### src/rtl/fetch_unit.sv
// rtl/fetch_unit.sv - instruction fetch sequencer with req/ack memory port and fault detection
// Holds one fetched instruction until consumed, then waits for the downstream next PC.
module fetch_unit #(
    parameter logic [31:0] RESET_PC       = 32'h0000_0000,
    parameter int          TIMEOUT_CYCLES = 16
) (
    input  logic        clk,
    input  logic        rst,
    input  logic        halt,
    input  logic [31:0] next_pc,
    input  logic        pc_update,
    output logic [31:0] instr,
    output logic [31:0] pc,
    output logic        instr_valid,
    input  logic        instr_ready,
    output logic        mem_req,
    output logic [31:0] mem_addr,
    input  logic        mem_ack,
    input  logic [31:0] mem_rdata,
    input  logic        mem_err,
    output logic        fetch_fault,
    output logic [31:0] fault_addr,
    output logic        busy
);

    localparam int            CW       = $clog2(TIMEOUT_CYCLES + 1);
    localparam logic [CW-1:0] CNT_LAST = CW'(TIMEOUT_CYCLES - 1);

    typedef enum logic [2:0] {
        IDLE,
        FETCH,
        HOLD,
        WAIT_PC,
        FAULT
    } state_t;

    state_t        state;
    logic [31:0]   fetch_pc;
    logic [CW-1:0] cnt;
    logic          pend_valid;
    logic [31:0]   pend_pc;

    logic          apply;
    logic [31:0]   apply_pc;

    assign mem_addr = fetch_pc;

    // A PC latched early in HOLD takes priority over one arriving with the handshake.
    always_comb begin
        apply    = 1'b0;
        apply_pc = next_pc;
        case (state)
            HOLD: begin
                if (instr_valid && instr_ready) begin
                    if (pend_valid) begin
                        apply    = 1'b1;
                        apply_pc = pend_pc;
                    end else if (pc_update) begin
                        apply = 1'b1;
                    end
                end
            end
            WAIT_PC: begin
                if (pc_update) begin
                    apply = 1'b1;
                end
            end
            default: ;
        endcase
    end

    always_ff @(posedge clk) begin
        if (rst) begin
            state       <= IDLE;
            fetch_pc    <= RESET_PC;
            cnt         <= '0;
            pend_valid  <= 1'b0;
            pend_pc     <= '0;
            instr       <= '0;
            pc          <= RESET_PC;
            instr_valid <= 1'b0;
            mem_req     <= 1'b0;
            fetch_fault <= 1'b0;
            fault_addr  <= '0;
            busy        <= 1'b0;
        end else begin
            case (state)
                IDLE: begin
                    if (!halt) begin
                        state   <= FETCH;
                        mem_req <= 1'b1;
                        busy    <= 1'b1;
                        cnt     <= '0;
                    end
                end
                FETCH: begin
                    if (mem_ack) begin
                        mem_req <= 1'b0;
                        busy    <= 1'b0;
                        if (mem_err) begin
                            state       <= FAULT;
                            fetch_fault <= 1'b1;
                            fault_addr  <= fetch_pc;
                        end else begin
                            state       <= HOLD;
                            instr       <= mem_rdata;
                            pc          <= fetch_pc;
                            instr_valid <= 1'b1;
                            pend_valid  <= 1'b0;
                        end
                    end else if (cnt == CNT_LAST) begin
                        state       <= FAULT;
                        mem_req     <= 1'b0;
                        busy        <= 1'b0;
                        fetch_fault <= 1'b1;
                        fault_addr  <= fetch_pc;
                    end else begin
                        cnt <= cnt + 1'b1;
                    end
                end
                HOLD: begin
                    if (instr_valid && instr_ready) begin
                        instr_valid <= 1'b0;
                        pend_valid  <= 1'b0;
                        if (!apply) begin
                            state <= WAIT_PC;
                        end
                    end else if (pc_update && !pend_valid) begin
                        pend_valid <= 1'b1;
                        pend_pc    <= next_pc;
                    end
                end
                default: ;
            endcase

            if (apply) begin
                if (apply_pc[1:0] != 2'b00) begin
                    state       <= FAULT;
                    fetch_fault <= 1'b1;
                    fault_addr  <= apply_pc;
                end else begin
                    fetch_pc <= apply_pc;
                    if (!halt) begin
                        state   <= FETCH;
                        mem_req <= 1'b1;
                        busy    <= 1'b1;
                        cnt     <= '0;
                    end else begin
                        state <= IDLE;
                    end
                end
            end
        end
    end

endmodule

### config.mk
export PLATFORM = sky130hd
export DESIGN_NAME = fetch_unit
export DESIGN_NICKNAME = d
export VERILOG_FILES = /design/src/rtl/fetch_unit.sv
export SDC_FILE = /design/constraint.sdc
export NUM_CORES = 1
export LEC_CHECK = 0
export CAP_MARGIN = 40
export CELL_PAD_IN_SITES_DETAIL_PLACEMENT = 0
export CELL_PAD_IN_SITES_GLOBAL_PLACEMENT = 1
export CORE_MARGIN = 2
export CORE_UTILIZATION = 35
export CTS_BUF_LIST = sky130_fd_sc_hd__clkbuf_4 sky130_fd_sc_hd__clkbuf_8
export DETAILED_ROUTE_END_ITERATION = 6
export GPL_ROUTABILITY_DRIVEN = 0
export HOLD_SLACK_MARGIN = 0.06
export PLACE_DENSITY = 0.91
export SYNTH_ARGS = -nofsm -noshare
export SYNTH_HDL_FRONTEND = slang
export SYNTH_SLANG_ARGS = --single-unit
### constraint.sdc
create_clock -name clk -period 4.4 [get_ports clk]
set_input_delay 0.44 -clock clk [delete_from_list [all_inputs] [get_ports clk]]
set_output_delay 0.44 -clock clk [all_outputs]
set_load 0.05 [all_outputs]
---- After elaboration in Yosys (flattened, before gate mapping) ----
Index checks and enable logic that the tools add are counted.
storage, ports and cells
  output and inout bits ................... 132
  register bits ........................... 173
  input port bits ......................... 71
  logic and storage cells ................. 98
operators by class
  eq/ne operators ......................... 11
  reduce and logical (&&, ||, !) cells .... 13
  add/subtract/negate cells ............... 1
  bitwise gates (word level) .............. 3
  multiplexer cells ....................... 58
operator list
  cell                                                  number
  two-way mux 32 bit                                    9
  two-way mux 5 bit                                     6
  two-way mux 1 bit                                     29
  two-way mux 3 bit                                     7
  AND reduction 4 bit                                   3
  one-hot mux 1 bit (2 select lines)                    5
  one-hot mux 5 bit (2 select lines)                    1
  != test 3 bit (second input constant)                 3
  one-hot mux 3 bit (3 select lines)                    1
  equality test 3 x 2 -> 1 bit (second input constant)  2
  != test 2 bit (second input constant)                 3
  AND reduction 3 bit                                   2
  adder 5 x 1 -> 5 bit (second input constant)          1
  equality test 5 x 4 -> 1 bit (second input constant)  1
  != test 4 bit (second input constant)                 1
  nonzero test 2 bit                                    2
  nonzero test 4 bit                                    1
  equality test 3 x 1 -> 1 bit (second input constant)  1
  zero test 3 bit                                       1
  inverter 1 bit                                        3
  logical AND 1 bit                                     2
  AND reduction 2 bit                                   1
  zero test 1 bit                                       1

---- Logic depth before layout (Yosys ltp) ----
  depth after elaboration ................. 7
  gate-level depth with buffers ........... 7
  gate-level depth less buffers ........... 5

---- Worst setup path after synthesis ----
No wires, ideal clock.
  path kind ............................... reg2reg
  start point ............................. register instr_valid
  end point ............................... register fetch_pc[23] (netlist: mem_addr[23])
  cell stages (with the launch flop) ...... 8
  slack ................................... 2.341 ns
  data required time ...................... 4.265 ns
  arrival time ............................ 1.924 ns
  library setup time ...................... 0.135 ns
  path through ............................ dfxtp_1 and3_1 clkbuf_1 nor4b_4 or2_1 buf_6 buf_12 a211oi_1
on the way
  longest elaborated chain between the ends .. 6
  elaborated cells on any way between the ends .. 8
  those cells by class .................... mux: 4; bitwise: 1; reduce/logical: 3
RTL lines
  element                               line  RTL
  start: declaration                    14    output logic instr_valid,
  start signal: assignment              81    instr_valid <= 1'b0;
  start signal: assignment              108   instr_valid <= 1'b1;
  start signal: assignment              123   instr_valid <= 1'b0;
  logical AND 1 bit (*)                 54    if (instr_valid && instr_ready) begin
  two-way mux 32 bit                    54
  two-way mux 32 bit                    52    case (state)
  nonzero test 2 bit                    137   if (apply_pc[1:0] != 2'b00) begin
  inverter 1 bit (no source line)       --
  AND reduction 2 bit (no source line)  --
  end signal: assignment                142   fetch_pc <= apply_pc;
  end: declaration                      38    logic [31:0] fetch_pc;
Every way passes the cells marked *; elsewhere a longest branch is shown, timed or not.
A chain may end at the register's enable or synchronous reset.

---- Worst setup path in the final report ----
  start point ............................. input instr_ready
  end point ............................... register fetch_pc[26] (netlist: mem_addr[26])
on the way
  longest elaborated chain between the ends .. 6
  elaborated cells on any way between the ends .. 8
  those cells by class .................... mux: 4; bitwise: 1; reduce/logical: 3
RTL lines
  element                               line  RTL
  start: declaration                    15    input logic instr_ready,
  logical AND 1 bit (*)                 54
  two-way mux 32 bit                    54
  two-way mux 32 bit                    52
  nonzero test 2 bit                    137
  inverter 1 bit (no source line)       --
  AND reduction 2 bit (no source line)  --
Marked as above.

==> summary.txt <==
Outcome
  – Status: finished, final reports clean

Setup path
  – Critical path depth in cells: 6
  – Worst Path Arrival: 2.95 ns
  – WP buf/inv: 2
  – FF-to-FF path depth: 5
  – Setup Crit Path Kind: primary input to flip-flop
  – CP max stage cell: or2_2
  – Crit-path leading delay family: simple AND/OR/NAND/NOR gates
  – CP max stage delay: 0.65 ns
  – Setup crit start kind: primary input
  – Critical path peak fanout: 32
  – Critical path origin: instr_ready
  – FF-to-FF Start: state[0]$_SDFFE_PP0P_
  – CP Cell Sequence: clkdlybuf4s50_1 -> and3_1 -> buf_4 -> nor4b_4 -> or2_2 -> a211oi_1
  – Critical Path Sink Type: flip-flop
  – Critical Path RT: 4.70 ns

Power and ir drop
  – P per Cell Area: 317 nW/µm²
  – Lkg Pwr: 0.00344 µW
  – VDD IR-drop max: 169 µV

CTS
  – Clock transition at the registers of the reported paths: 0.09 ns
  – Post-CTS setup buffer count: 0
  – CTS H-tree lvls: 4
  – CTS resizes: 0
  – CTS tree: done
  – Hold buffer count at CTS: 0
  – Max Buffers Root-to-Sink: 2
  – Clock buffer count from CTS: 17
  – Clock root buffer master: clkbuf_8
  – Worst skew pair latency: 0.46 ns
  – CTS sink cnt: 173

Synth
  – Seq cells post-synth: 173
  – Unique masters post-synth: 48
  – Seq/Total Area, Yosys: 48.3%
  – Top-area cell type share of the netlist area: 48.3%
  – Post-Synthesis Cells: 837
  – Number of flops mapped to enable cells by yosys: 0
  – Dominant cells by area after synthesis: dfxtp_1 48%, nand2_1 10%, a21oi_1 9.3%
  – Synthesis warning total: 0
  – Synthesized netlist net count: 909
  – Post-synth ARST share: 0%
  – Post-synth top flop: dfxtp_1
  – Syn Std Cell Area: 7160 µm²
  – Synthesized area per cell: 8.56 µm²
  – Largest area contributor in the netlist: dfxtp_1

Routing
  – ANT nets after route: 0
  – Vias/cell: 5.25
  – Vias: 6700
  – 1st-pass router iterations: 7
  – Drt total wl: 21.2 mm
  – DR DRC count: 0
  – WL per Instance: 16.6 µm
  – Initial DRC count: 405

Timing
  – Setup TNS: 0 ns
  – Actual slew at the worst max-slew pin: 0.881 ns
  – Max Fclk: 0.376 GHz
  – Period utilization: 60.4%
  – Fin. Hold Viols: 0
  – RSZ-0062 raised after global routing: no
  – Min Tclk post-route: 2.66 ns
  – Hold Slack: 0.415 ns
  – # setup viols final: 0
  – Worst slew margin: 40.7%
  – Fin. max-slew vios: 0
  – Clk_skew: 0.0126 ns
  – Final setup margin: 1.74 ns

Floorplanning
  – Initial core utilization: 35.5%
  – FP Rows: 52
  – Chip height: 147 µm
  – Core ar.: 20200 µm²
  – Die area: 21600 µm²
  – Die width: 147 µm
  – IO Count: 203

Run
  – Maxcap violations: 0

GRT
  – GRT overflow: 0
  – First-pass GRT wire length: 33.8 mm
  – Initial antenna violation count: 0
  – Total track usage: 19.4%
  – Largest net degree at the start of global routing: 84
  – Vias in the first global route: 6233

Layout
  – Share of layout cells above drive strength 1: 5.86%
  – Post-layout util: 48.1%
  – Final nets: 1066
  – FILL cells: 1968
  – Antenna Cells: 0
  – Commonest cells after routing, fill and taps aside: 201 x clkdlybuf4s50_1, 195 x nand2_1, 173 x dfxtp_1
  – Layout area overhead: 35.5%
  – Commonest non-fill, non-tap cell in the layout: clkdlybuf4s50_1

Hold path
  – Hold depth: 2
  – Min-delay src: rst
  – Worst min-delay path class: primary input to flip-flop

Placement
  – I/O Buffers: 202
  – Pre-CTS setup slack: 1.28 ns
  – Hpwl dp: 13.5 mm
==> synth_stat cells, types with 2 or more instances <==
master / instances
nand2_1: 197
dfxtp_1: 173
a21oi_1: 133
a211oi_1: 62
clkbuf_1: 49
mux2i_1: 34
and3_1: 31
nor3_1: 31
a221oi_1: 30
buf_2: 18
o21ai_0: 9
nor2_1: 6
buf_6: 5
inv_1: 5
nor4_1: 4
buf_1: 3
nor3b_1: 3
o21a_1: 3
a221o_1: 2
a22oi_1: 2
a31oi_1: 2
and2_1: 2
and4b_1: 2
buf_8: 2
nand3_1: 2
nand3b_1: 2
nor2b_1: 2
o211ai_1: 2
o22ai_1: 2
==> per-stage QoR <==
stage               instance area, µm²  power, µW  cells
global route                      9710       3210   1277
detailed placement                9300       1940   1245
finish                            9710       3080   1277
global placement                  9250       1930   1243
floorplan                         7160       1800    837
CTS                               9710       3110   1277
==> cells by family (layout without fill, tap and decap cells) <==
logic type	Yosys count	after routing	synth area share, %
AND/OR/NAND/NOR	292	292	18.6
flip-flops	173	173	48.3
buffers and inverters	83	253	5.73
AO/OA/AOI/OAI	254	254	22.4
adder cells (fa/ha/maj)	1	1	0.175
multiplexers	34	34	4.75
==> layer usage <==
metal | share of wire, % | vias to the layer above | global-route usage [%]
met2 | 46 | 204 | 30.9
met3 | 5.3 | 25 | 3.73
met1 | 47 | 3161 | 26.8
li1 | - | 3310 | -
met5 | 0 | - | 0
met4 | 1.6 | 0 | 6.01
==> worst reg2reg max path: stages (launching register included) <==
cell,delay (ns)
dfxtp_1,0.45
nor3b_4,0.59
buf_4,0.40
and4b_2,0.78
nand2_1,0.16
a21oi_1,0.14
==> final cells by class <==
class | count | area [µm²] | share of cell area (%)
tap | 270 | 338 | 3.48
multi-input combinational | 581 | 3320 | 34.2
clock inverter | 11 | 141 | 1.46
timing repair buffer | 216 | 2160 | 22.3
clock buffer | 21 | 270 | 2.78
inverter | 5 | 18.8 | 0.193
sequential | 173 | 3460 | 35.7
==> path summary, 6_finish.rpt <==
kind	to	slack, ns
worst max register to register	pend_pc[14]$_SDFFE_PP0P_	1.82
worst min register to register	pend_pc[14]$_SDFFE_PP0P_	0.45
worst min-delay path	pc[4]$_SDFFE_PP0P_	0.41
worst max-delay path	mem_addr[26]$_SDFFE_PP0P_	1.74
==> registers in the layout, summed over array words and instances (netlist names), 3 cells and up <==
name / flops
pend_pc: 32
pc: 32
mem_addr: 32
instr: 32
fault_addr: 32
cnt: 5
state: 3
==> power by group <==
part | total, µW | switching [µW] | internal (µW) | leakage (µW)
combinational | 297 | 175 | 122 | 0.00184
sequential | 1600 | 17.3 | 1590 | 0.00140
clock | 1180 | 584 | 593 | 0.000206
(Power assumes the default switching activity.)
